<file path="config.mk">
export PLATFORM = sky130hd
export DESIGN_NAME = bus_master_ctrl
export DESIGN_NICKNAME = d
export VERILOG_FILES = /design/src/rtl/bus_master_ctrl_pkg.sv /design/src/rtl/bus_timeout_cnt.sv /design/src/rtl/bus_master_ctrl.sv
export SDC_FILE = /design/constraint.sdc
export NUM_CORES = 1
export LEC_CHECK = 0
export CORE_AREA = 2 2 83 125
export CTS_CLUSTER_SIZE = 20
export DETAILED_ROUTE_END_ITERATION = 6
export DIE_AREA = 0 0 85 127
export PLACE_DENSITY = 0.83
export REMOVE_ABC_BUFFERS = 1
export SYNTH_ARGS = -nofsm -noshare
export SYNTH_HDL_FRONTEND = slang
export SYNTH_SLANG_ARGS = --single-unit
</file>
<file path="constraint.sdc">
create_clock -name clk -period 10.3 [get_ports clk]
set_clock_uncertainty 0.1 [all_clocks]
set_input_delay 1.545 -clock clk [delete_from_list [all_inputs] [get_ports clk]]
set_output_delay 1.545 -clock clk [all_outputs]
set_load 0.03 [all_outputs]
</file>
<file path="src/rtl/bus_master_ctrl_pkg.sv">
// rtl/bus_master_ctrl_pkg.sv - shared constants and state encoding for the bus initiator
package bus_master_ctrl_pkg;

    // Bus direction values on rw / req_rw
    localparam logic READ     = 1'b1;
    localparam logic WRITE    = 1'b0;

    // Active-low strobe levels for cs_ / as_
    localparam logic ENABLE_  = 1'b0;
    localparam logic DISABLE_ = 1'b1;

    localparam int BM_STATE_W = 1;

    typedef enum logic [BM_STATE_W-1:0] {
        BM_STATE_IDLE   = 1'b0,
        BM_STATE_ACCESS = 1'b1
    } bm_state_e;

endpackage

</file>
<file path="src/rtl/bus_timeout_cnt.sv">
// rtl/bus_timeout_cnt.sv - saturating access-cycle counter with timeout expiry flag
module bus_timeout_cnt #(
    parameter int TIMEOUT = 16,
    parameter int CNT_W   = 5
) (
    input  logic clk,
    input  logic reset,
    input  logic clr,
    input  logic en,
    output logic expire
);

    localparam logic [CNT_W-1:0] CNT_MAX  = '1;
    // Value the counter holds during the last permitted waiting cycle
    localparam logic [CNT_W-1:0] CNT_LAST = (TIMEOUT == 0) ? CNT_MAX : CNT_W'(TIMEOUT - 1);
    localparam logic             TMO_ON   = (TIMEOUT != 0);

    logic [CNT_W-1:0] cnt_q;
    logic [CNT_W-1:0] cnt_d;

    // Clear has priority; counting stops at all-ones so the value never wraps
    always_comb begin
        cnt_d = cnt_q;
        if (clr) begin
            cnt_d = '0;
        end else if (en && (cnt_q != CNT_MAX)) begin
            cnt_d = cnt_q + CNT_W'(1);
        end
    end

    // Counter register
    always_ff @(posedge clk or posedge reset) begin
        if (reset) begin
            cnt_q <= '0;
        end else begin
            cnt_q <= cnt_d;
        end
    end

    assign expire = TMO_ON && (cnt_q == CNT_LAST);

endmodule

</file>
<file path="src/rtl/bus_master_ctrl.sv">
// rtl/bus_master_ctrl.sv - single-word bus initiator with rdy_ handshake and timeout
import bus_master_ctrl_pkg::*;

module bus_master_ctrl #(
    parameter int ADDR_W  = 30,
    parameter int DATA_W  = 32,
    parameter int TIMEOUT = 16,
    parameter int CNT_W   = 5
) (
    input  logic              clk,
    input  logic              reset,
    input  logic              req,
    input  logic              req_rw,
    input  logic [ADDR_W-1:0] req_addr,
    input  logic [DATA_W-1:0] req_wr_data,
    output logic              busy,
    output logic              done,
    output logic              err,
    output logic [DATA_W-1:0] rd_data_out,
    output logic              cs_,
    output logic              as_,
    output logic              rw,
    output logic [ADDR_W-1:0] addr,
    output logic [DATA_W-1:0] wr_data,
    input  logic [DATA_W-1:0] rd_data,
    input  logic              rdy_
);

    bm_state_e         state_q, state_d;
    logic              cs_q, cs_d;
    logic              as_q, as_d;
    logic              rw_q, rw_d;
    logic [ADDR_W-1:0] addr_q, addr_d;
    logic [DATA_W-1:0] wr_data_q, wr_data_d;
    logic              busy_q, busy_d;
    logic              done_q, done_d;
    logic              err_q, err_d;
    logic [DATA_W-1:0] rd_data_q, rd_data_d;

    logic              tmo_clr;
    logic              tmo_en;
    logic              tmo_expire;

    bus_timeout_cnt #(
        .TIMEOUT (TIMEOUT),
        .CNT_W   (CNT_W)
    ) u_tmo (
        .clk    (clk),
        .reset  (reset),
        .clr    (tmo_clr),
        .en     (tmo_en),
        .expire (tmo_expire)
    );

    // Next-state and next-output logic; rdy_ wins over timeout in the same cycle
    always_comb begin
        state_d   = state_q;
        cs_d      = cs_q;
        as_d      = as_q;
        rw_d      = rw_q;
        addr_d    = addr_q;
        wr_data_d = wr_data_q;
        busy_d    = busy_q;
        rd_data_d = rd_data_q;
        done_d    = 1'b0;
        err_d     = 1'b0;
        tmo_clr   = 1'b0;
        tmo_en    = 1'b0;
        case (state_q)
            BM_STATE_IDLE: begin
                cs_d   = DISABLE_;
                as_d   = DISABLE_;
                busy_d = 1'b0;
                if (req) begin
                    rw_d      = req_rw;
                    addr_d    = req_addr;
                    wr_data_d = req_wr_data;
                    cs_d      = ENABLE_;
                    as_d      = ENABLE_;
                    busy_d    = 1'b1;
                    tmo_clr   = 1'b1;
                    state_d   = BM_STATE_ACCESS;
                end
            end
            BM_STATE_ACCESS: begin
                if (rdy_ == ENABLE_) begin
                    if (rw_q == READ) begin
                        rd_data_d = rd_data;
                    end
                    cs_d    = DISABLE_;
                    as_d    = DISABLE_;
                    busy_d  = 1'b0;
                    done_d  = 1'b1;
                    state_d = BM_STATE_IDLE;
                end else if (tmo_expire) begin
                    cs_d    = DISABLE_;
                    as_d    = DISABLE_;
                    busy_d  = 1'b0;
                    err_d   = 1'b1;
                    state_d = BM_STATE_IDLE;
                end else begin
                    tmo_en  = 1'b1;
                end
            end
            default: begin
                state_d = BM_STATE_IDLE;
            end
        endcase
    end

    // State and registered bus/core outputs
    always_ff @(posedge clk or posedge reset) begin
        if (reset) begin
            state_q   <= BM_STATE_IDLE;
            cs_q      <= DISABLE_;
            as_q      <= DISABLE_;
            rw_q      <= READ;
            addr_q    <= '0;
            wr_data_q <= '0;
            busy_q    <= 1'b0;
            done_q    <= 1'b0;
            err_q     <= 1'b0;
            rd_data_q <= '0;
        end else begin
            state_q   <= state_d;
            cs_q      <= cs_d;
            as_q      <= as_d;
            rw_q      <= rw_d;
            addr_q    <= addr_d;
            wr_data_q <= wr_data_d;
            busy_q    <= busy_d;
            done_q    <= done_d;
            err_q     <= err_d;
            rd_data_q <= rd_data_d;
        end
    end

    assign cs_         = cs_q;
    assign as_         = as_q;
    assign rw          = rw_q;
    assign addr        = addr_q;
    assign wr_data     = wr_data_q;
    assign busy        = busy_q;
    assign done        = done_q;
    assign err         = err_q;
    assign rd_data_out = rd_data_q;

endmodule

</file>
; ---- Yosys cells after proc, flatten, opt, wreduce, memory -nomap -nowiden
; Index checks and enable logic that the tools add are counted.
[classes]
n_mul = 0
magnitude_cmp = 0
n_eq_ne = 3
n_reduce_logical = 4
bitwise = 2
n_div = 0
n_shift = 0
muxes = 20
add_sub_neg = 1
[ops]
columns = operator, n
row1 = 1-bit 2-to-1 mux, 15
row2 = 5-bit 2-to-1 mux, 2
row3 = 1-bit case mux with 2 select lines, 3
row4 = "5-bit by 1-bit adder with 5-bit output, second input constant", 1
row5 = "5-bit by 4-bit == test with 1-bit output, second input constant", 1
row6 = "5-bit != test, second input constant", 1
row7 = "3-bit by 2-bit != test with 1-bit output, second input constant", 1
row8 = 3-bit AND reduction, 1
row9 = 1-bit NOT, 2
row10 = 2-bit AND reduction, 1
row11 = 2-bit nonzero test, 1
row12 = 1-bit logical AND, 1
[word_totals]
register_bits = 105
ramBits = 0
latch_bits = 0
out_inout_bits = 100
mem_bits_ro = 0
word_cells = 40
memories = 0

; ---- Depth between registers and ports, before layout
; Gate-level depths: netlist of the first run.
[logic_depth]
depth_word = 7
mapped_depth = 6
depth_no_buf = 6

; ---- Modules after synthesis
; From an unflattened synthesis of the first run, not the netlist that was laid out.
[hier_totals]
cells_unflattened = 242
hier_area_um2 = 4200.3
[modules_own_cells]
columns = module, area_each_um2, n_inst, cells_each
row1 = bus_master_ctrl, 3923.8, 1, 217
row2 = bus_timeout_cnt, 276.5, 1, 25

; ---- Worst setup path before layout of the first run
; Ideal clock, no wire load.
[synth_timing]
path_type = register to output
from = register as_ (netlist name)
to = output port cs_
t_arrival_ns = 0.797
path_stages_with_launch = 2
setup_slack_ns = 7.858
required_time_ns = 8.655
path_buffers = 1
cell_sequence = dfstp_2 -> buf_4
[synth_lines]
columns = item, line
row1 = to (decl), bus_master_ctrl.sv:20  ; output logic cs_,

; ---- Worst setup path after layout of the first run
[layout_timing]
from = register rw_q (netlist: rw)
to = output port rw
[layout_lines]
columns = item, line
row1 = from (decl), bus_master_ctrl.sv:32  ; logic rw_q, rw_d;
row2 = from (signal assigned), bus_master_ctrl.sv:128  ; rw_q <= rw_d;
row3 = to (decl), bus_master_ctrl.sv:22  ; output logic rw,
; No word-level cell between the ends.

==> results.md, run 1 <==
* Overflow after GRT at 0
* Final hold violations at 0
* Tmin final at 3.24 ns
* Post-Place Cell Area at 6180 um2
* RSZ-0062 raised after global routing: no
* Detailed placement HPWL at 7860 um
* GRT Util Overall at 20.4%
* Critical Path Source Type: flip-flop
* Max-slew violation count at 0
* Clk sinks at 105
* Clk buf depth at 2
* Synth warn at 0
* Max_slew headroom at 23.9%
* IO Count at approximately 200
* Hold_buf cts at 0
* Area delta synth->final at 55.5%
* DIE WIDTH at 85 um
* PD cells at 254 nW/um2
* Post-route cell area at 6490 um2
* Distinct cell type count after synthesis at 27
* Slew @ Worst Pin at between 1 and 1.5 ns
* Root Buffer: clkbuf_16
* Required @ worst endpoint at 8.66 ns
* Slowest-stage cell, CP: clkdlybuf4s50_1
* Inserted Clock Buffers at 9
* Max capacitance violation total at 0
* Fin nets at 671
* Port bufs at slightly below 200
* Final Wtd Congestion at 0.730
* Maximum vdd drop at 0.195 mV
* CTS tree: yes
* DR iter-0 viols at 151
* CP Buf/Inv Count at 1
* WL final at 10,900 um
* Initial core utilization at 43.3%
* Routed Antenna Nets at 0
* Mapped Avg Cell Area at between 10 and 15 um2
* Fraction of registers with async set/reset at 100%
* Setup TNS at 0 ns
* Post-CTS Resized at 0
* Avg WL per Cell at 15.8 um
* Die area at 10,800 um2
* Proportion of layout cells with a drive suffix above 1 at 10.1%
* Post-CTS setup buffer count at 0
* Ant diodes at 0
* Synth Flop Type: dfrtp_1
* CP Data Arrival Time at around 1.6 ns
* Ratio of final minimum period to clock period at 31.4%
* Fill cells at between 700 and 800
* Hold Crit Depth at 2
* Worst-path clk slew at 0.07 ns
* Pre-antenna DRT Iters at 4
* H-tree Lvls at 3
* CP max FO at 3
* DRC violations left at 0
* Clock Latency Late Sink at 0.34 ns
* Initial antenna violation count at 0
* EDFF count, synth at 0
* DR vias/cell at 4.76
* Max Fclk at 0.309 GHz
* WS Path Type: reg -> out
* CP Depth at 1
* Status: complete, no violations
* Top delay family on crit path: buffers and inverters
* Seq/Total Area, Yosys at 63.1%
* Die H at between 100 and 150 um
* Core area at 9630 um2
* Worst setup EP type: output port
* Hold WC Path Type: reg -> reg
* CP max stage delay at roughly 0.68 ns
* Finish-stage setup viols at 0
* Core Rows at 44
* Global-route wire length before repair at 17,400 um
* Routed via count at between 3,000 and 4,000
* Crit-path cells: clkdlybuf4s50_1
* Number of synthesized register bits at about 110
* Worst R2R Path Depth at 6
* Pleak at 0.00316 uW
* Largest net degree at the start of global routing at 88
* Mapped Cells at 377
* Vias in the first global route at 3,495
* Cell area after synthesis at 4170 um2
## where the power goes
part           internal [uW]  switching, uW
clock                    197            148
sequential               531           68.4
combinational            327            376
## cell usage in the layout (no fill, tap or decap), drive strengths merged
cell type	netlist	final
nor2b	1	1
clkinv	0	2
nor2	1	1
ha	3	3
clkbuf	5	11
mux2	32	32
nand3	3	3
dfstp	2	2
mux2i	2	2
and3	2	2
nand2b	1	1
o21ai	3	3
clkinvlp	0	1
nand4bb	1	1
bufinv	0	1
buf	14	2
dfrtp	103	103
and4bb	1	1
nor3	1	1
o31ai	1	1
nand4	1	1
and2b	1	1
nand2	196	196
inv	3	4
clkdlybuf4s50	0	198
## stage by stage
stage	power [uW]	hold slack, ns	cells	worst slack, ns	utilization [%]
finish	1650	0.375	689	7.06	67.3
CTS	1670	0.378	689	7.05	67.3
detailed placement	1310	0.361	673	6.88	64.1
global route	1730	0.398	689	7.03	67.3
floorplan	989	0.337	358	5.90	-
global placement	1290	0.356	673	6.95	64.1
## per-layer routing
| metal | GRT usage [%] | wire, um | vias up | share of wire (%) |
|---|---|---|---|---|
| met5 | 0 | 0 | - | 0 |
| met4 | 5.88 | 193 | 0 | 1.8 |
| met3 | 5.17 | 709 | 14 | 6.5 |
| met2 | 36.1 | 5780 | 141 | 53 |
| met1 | 24.4 | 4170 | 1566 | 38 |
| li1 | - | - | 1560 | - |
## area by class of cell
class	instances	area (um2)	area share, %
Clock buffer	11	243	3.74
Clock inverter	5	63.8	0.984
Inverter	3	13.8	0.212
Multi-Input combinational cell	250	1400	21.5
Sequential cell	105	2630	40.5
Tap cell	115	144	2.22
Timing Repair Buffer	200	2000	30.8
## cell families (layout without fill, tap and decap cells)
logic type / count (synthesis) / count (layout) / synth area share (%)
flops: 105 / 105 / 63.1
buf+inv: 22 / 219 / 3.54
compound gates: 4 / 4 / 0.540
simple gates: 209 / 209 / 20.1
fa+ha+maj: 3 / 3 / 0.900
mux: 34 / 34 / 11.8
## flip-flops by register name, summed over array words and instances, names as in the netlist
signal and flops:
addr 30, as_ 1, busy 1, done 1, err 1, rd_data_out 32, rw 1, state_q 1
u_tmo.cnt_q 5, wr_data 32
## cells in the mapped netlist (2+ instances only)
| master | count | share of area, % |
|---|---|---|
| nand2_1 | 195 | 18 |
| clkbuf_1 | 5 | 0.45 |
| buf_2 | 10 | 1.2 |
| buf_12 | 3 | 1.4 |
| inv_1 | 3 | 0.27 |
| o21ai_1 | 2 | 0.24 |
| dfrtp_1 | 103 | 62 |
| ha_1 | 3 | 0.90 |
| mux2i_1 | 2 | 0.48 |
| mux2_2 | 2 | 0.54 |
| dfstp_2 | 2 | 1.3 |
| nand3_1 | 3 | 0.36 |
| mux2_4 | 30 | 11 |
## worst paths after layout
check	endpoint	slack (ns)	from
max	rw	7.06	rw
min	addr[10]	0.38	addr[10]
max reg2reg	u_tmo.cnt_q[3]	8.36	u_tmo.cnt_q[0]
min reg2reg	addr[10]	0.38	addr[10]
max in group asynchronous	u_tmo.cnt_q[1]	7.39	reset
min in group asynchronous	rd_data_out[9]	1.38	reset
(Power assumes the default switching activity.)
==> run 2, diff against run 1 <==
Settings changed: CORE_AREA 2 2 83 125 to 2 2 86 129, DIE_AREA 0 0 85 127 to 0 0 88 131, PLACE_DENSITY 0.83 to 0.78.
Clock period 10.3 ns to 3.1 ns, I/O delays scaled along.
==> results.md, run 2 (same netlist as run 1, synthesis figures left out) <==
* Status: complete, no violations
* Slowest-stage cell, CP: clkdlybuf4s50_1
* H-tree Lvls at 3 (unchanged)
* CP max FO at 3 (unchanged)
* Slew @ Worst Pin at 0.605 ns (-0.537 ns)
* Multi-input logic area at 1400 um2 (unchanged)
* CTS tree: yes
* Initial core utilization at 40.0% (-3.3 points)
* Most common cell after layout, fill and taps aside: clkdlybuf4s50_1
* Clock share of power at 20.1% (-0.9 points)
* Post-CTS setup buffer count at 0 (unchanged)
* PD cells at 824 nW/um2 (+220%)
* Max-slew violation count at 0 (unchanged)
* Die area at 11,500 um2 (+6.8%)
* Max Fclk at between 0.4 and 0.5 GHz
* Power share of the combinational group at 43.1% (+0.4 points)
* Core area at 10,400 um2 (+8.1%)
* Global-route wire length before repair at 15,900 um (-8.3%)
* DRC violations left at 0 (unchanged)
* Pre-CTS setup slack at 0.881 ns (-5.99 ns)
* Vias in the first global route at 3,245 (-7.2%)
* Worst R2R Path Depth at 6 (unchanged)
* Core Rows at 46 (+4.5%)
* Port bufs at 198 (unchanged)
* DR iter-0 viols at 143 (-5.3%)
* Detailed placement HPWL at 7510 um (-4.6%)
* Sw Share at 36.0% (+0.073 points)
* CP Depth at 1 (unchanged)
* Post-CTS Resized at 0 (unchanged)
* Commonest cells after routing, fill and taps aside: clkdlybuf4s50_1 (198), nand2_1 (195), dfrtp_1 (103)
* Hold WC Path Type: reg -> reg
* Overflow after GRT at 0 (unchanged)
* FF/Latch Area at 2630 um2 (unchanged)
* Max_slew headroom at 59.7% (+36 points)
* Fill cells at 845 (+18%)
* CP Buf/Inv Count at 1 (unchanged)
* CP max stage delay at 0.68 ns (about the same)
* GRT Util Overall at 18.0% (-2.4 points)
* Routed via count at 3,273 (-0.24%)
* Max capacitance violation total at 0 (unchanged)
* Proportion of layout cells with a drive suffix above 1 at 10.6% (+0.49 points)
* Routed Antenna Nets at 0 (unchanged)
* CP Data Arrival Time at 1.59 ns (about the same)
* Worst setup EP type: output port
* Area delta synth->final at 57.0%
* Root Buffer: clkbuf_16
* RSZ-0062 raised after global routing: no
* Tmin final at 2.16 ns
* Largest net degree at the start of global routing at 59 (-33%)
* Maximum vdd drop at 0.335 mV (+71%)
* Inserted Clock Buffers at 9 (unchanged)
* Worst-path clk slew at 0.07 ns (about the same)
* Pleak at 0.00317 uW (+0.37%)
* Clk sinks at 105 (unchanged)
* Die H at 131 um (+3.1%)
* DR vias/cell at 4.55 (-4.5%)
* Avg WL per Cell at 14.3 um (-9.0%)
* Clock Latency Late Sink at 0.34 ns (about the same)
* Clk buf depth at 2 (unchanged)
* Fin nets at 673 (+0.30%)
* Hold Crit Depth at 2 (unchanged)
* WS Path Type: reg -> out
* Final worst slack at 0.941 ns (-6.12 ns)
* Top delay family on crit path: buffers and inverters
* Finish-stage setup viols at 0 (unchanged)
* Final Wtd Congestion at 0.727 (-0.41%)
* Crit-path cells: clkdlybuf4s50_1
* Setup TNS at 0 ns (unchanged)
* Critical Path Source Type: flip-flop
* Ratio of final minimum period to clock period at between 60 and 70%
* IO Count at 199 (unchanged)
* Required @ worst endpoint at 2.53 ns (-6.13 ns)
* Final hold violations at 0 (unchanged)
* DIE WIDTH at 88 um (+3.5%)
* Pre-antenna DRT Iters at 4 (unchanged)
* WL final at 10,300 um (-5.0%)
* Ant diodes at 0 (unchanged)
* Internal at 3450 uW (+230%)
* Initial antenna violation count at 0 (unchanged)
* Psw at 1940 uW (+230%)
* Hold_buf cts at 0 (unchanged)
* Sequential share of power at 36.8% (+0.4 points)
[run 2: area by class of cell]
| cell class | instances | area share (%) |
|---|---|---|
| multi-input combinational | 250 | 21.3 |
| timing repair buffer | 202 | 31.1 |
| tap | 144 | 2.75 |
| inverter | 3 | 0.210 |
| clock inverter | 5 | 0.573 |
| clock buffer | 11 | 3.86 |
| sequential | 105 | 40.2 |
[run 2: through the flow]
stage               util [%]  area (um2)  hold WS, ns  std cells  power [uW]
global placement        60.1        6260        0.356        704        4300
finish                  62.8        6550        0.369        720        5390
detailed placement      60.1        6260        0.361        704        4350
floorplan                  -        4030        0.337        358        3280
global route            62.8        6550        0.390        720        5670
CTS                     62.8        6550        0.378        720        5470
[run 2: power groups by stage]
stage               Combinational, uW  Sequential, uW  Clock, uW
detailed placement               2340            2010          0
global placement                 2300            2000          0
floorplan                         527            2760          0
global route                     2450            2040       1170
finish                           2320            1990       1080
CTS                              2350            1990       1120
[run 2: worst paths after layout]
kind                                 from              end  slack [ns]
max                                    rw               rw        0.94
min                               addr[4]          addr[4]        0.37
max reg2reg                u_tmo.cnt_q[0]   u_tmo.cnt_q[3]        1.18
min reg2reg                       addr[4]          addr[4]        0.37
max in group asynchronous           reset  rd_data_out[15]        1.82
min in group asynchronous           reset   rd_data_out[1]        0.43
[run 2: routing by layer]
metal  wire length [um]  GRT usage [%]
met4                164           5.97
met3                819           5.84
met2               5220           29.9
met5                  0              0
met1               4120           21.9
==> run 3, diff against run 2 <==
Settings changed: CORE_AREA 2 2 86 129 to 2 2 90 136, DIE_AREA 0 0 88 131 to 0 0 92 138, PLACE_DENSITY 0.78 to 0.74.
Clock period 3.1 ns to 1.9 ns, I/O delays scaled along.
==> results.md, run 3 (same netlist as run 1, synthesis figures left out) <==
* Status: complete, no violations
* Max-slew violation count at 0 (unchanged)
* Final Wtd Congestion at 0.725 (-0.34%)
* Routed Antenna Nets at 0 (unchanged)
* CP Data Arrival Time at 1.94 ns (+0.35 ns)
* Initial core utilization at 35.8% (-4.2 points)
* DRC violations left at 0 (unchanged)
* Tmin final at 1.82 ns
* Pre-CTS setup slack at 0.0426 ns (-0.839 ns)
* RSZ-0062 raised after global routing: no
* H-tree Lvls at 3 (unchanged)
* FF/Latch Area at 2630 um2 (unchanged)
* Max capacitance violation total at 0 (unchanged)
* Power, Total at 9040 uW (+68%)
* Cell Count, Final, Fillers Out at 741 (+2.9%)
* Avg WL per Cell at 14.8 um (+3.6%)
* Fin nets at 685 (+1.8%)
* Inserted Clock Buffers at 9 (unchanged)
* Area delta synth->final at 61.5%
* Inst Count DP at 723 (+2.7%)
* CP max FO at 3 (unchanged)
* Slew @ Worst Pin at 0.362 ns (-0.242 ns)
* Required @ worst endpoint at 2.02 ns (-0.51 ns)
* Ratio of final minimum period to clock period at 95.8%
* Overflow after GRT at 0 (unchanged)
* Core Rows at 49 (+6.5%)
* DR vias/cell at 4.54 (about the same)
* Proportion of layout cells with a drive suffix above 1 at 12.6% (+2.0 points)
* Clock Latency Late Sink at 0.34 ns (about the same)
* Worst setup EP type: flip-flop
* Die area at 12,700 um2 (+10%)
* GRT Util Overall at 17.8% (-0.14 points)
* Global-route wire length before repair at 17,900 um (+13%)
* Pre-antenna DRT Iters at 4 (unchanged)
* Largest net degree at the start of global routing at 41 (-31%)
* Max_slew headroom at 75.8% (+16 points)
* Fill cells at 986 (+17%)
* Multi-input logic area at 1400 um2 (+0.18%)
* Post-Place Cell Area at 6400 um2 (+2.4%)
* Worst-path clk slew at 0.07 ns (about the same)
* CTS tree: yes
* DIE WIDTH at 92 um (+4.5%)
* Commonest cells after routing, fill and taps aside: nand2_1 (195), clkdlybuf4s50_1 (195), dfrtp_1 (103)
* Detailed placement HPWL at 8250 um (+9.9%)
* Die H at 138 um (+5.3%)
* Clk buf depth at 2 (unchanged)
* Setup TNS at 0 ns (unchanged)
* Ant diodes at 0 (unchanged)
* Pleak at 0.00327 uW (+3.0%)
* DR iter-0 viols at 118 (-17%)
* Post-route cell area at 6740 um2 (+2.9%)
* Hold WC Path Type: in -> async
* CP max stage delay at 0.41 ns (-0.27 ns)
* Crit-path cells: ha_1, and3_1, ha_1, and4bb_2, nand4_1, mux2i_1
* Critical Path Source Type: flip-flop
* WL final at 11,000 um (+6.6%)
* Initial antenna violation count at 0 (unchanged)
* PD cells at 1340 nW/um2 (+63%)
* WS Path Type: reg -> reg
* Hold_buf cts at 0 (unchanged)
* Routed via count at 3,367 (+2.9%)
* Critical Path Most Common Cell: ha_1
* IO Count at 199 (unchanged)
* Top delay family on crit path: simple AND/OR/NAND/NOR gates
* Vias in the first global route at 3,560 (+9.7%)
* Final worst slack at 0.0803 ns (-0.860 ns)
* Max Fclk at 0.550 GHz
* CP Buf/Inv Count at 0 (-1)
* Port bufs at 198 (unchanged)
* Maximum vdd drop at 0.576 mV (+72%)
* Clk sinks at 105 (unchanged)
* Finish-stage setup viols at 0 (unchanged)
* Core area at 11,600 um2 (+12%)
* Root Buffer: clkbuf_16
* Slowest-stage cell, CP: dfrtp_1
* Final hold violations at 0 (unchanged)
run 3: layout make-up:
class | count | share of cell area (%)
Sequential cell | 105 | 39.0
Clock inverter | 5 | 0.947
Inverter | 3 | 0.204
Multi-Input combinational cell | 250 | 20.8
Tap cell | 153 | 2.84
Timing Repair Buffer | 214 | 32.5
Clock buffer | 11 | 3.75
run 3: routing by layer:
metal	vias to the layer above	global-route usage (%)	wire, um
met4	0	6.83	278
met3	20	4.63	651
li1	1595	-	-
met5	-	0	0
met1	1624	20.7	4310
met2	128	31.2	5760
run 3: worst paths after layout:
check	end	cells after the start	slack, ns	start
worst max register to register	u_tmo.cnt_q[3]	6	0.08	u_tmo.cnt_q[1]
worst max-delay path	u_tmo.cnt_q[3]	6	0.08	u_tmo.cnt_q[1]
worst min-delay path	u_tmo.cnt_q[3]	2	0.18	reset
max in group asynchronous	rd_data_out[26]	3	0.99	reset
worst min register to register	addr[27]	2	0.37	addr[27]
min in group clk	rw	3	0.36	req_rw
run 3: per-stage QoR:
stage               utilization, %  hold slack (ns)
detailed placement            55.0            0.361
global placement              55.0            0.357
floorplan                        -            0.255
global route                  57.8            0.209
finish                        57.8            0.184
CTS                           57.7            0.183
run 3: timing repair:
action,in CTS,in global routing
pin swaps,0,1
resized for setup,3,1
setup endpoints to repair,3,4
buffers inserted,0,2
run 3: report_power, final:
group          leakage [uW]  switching, uW  total [uW]  internal [uW]
sequential          0.00128            376        3250           2880
combinational       0.00183           2030        3860           1830
clock              0.000152            824        1930           1100
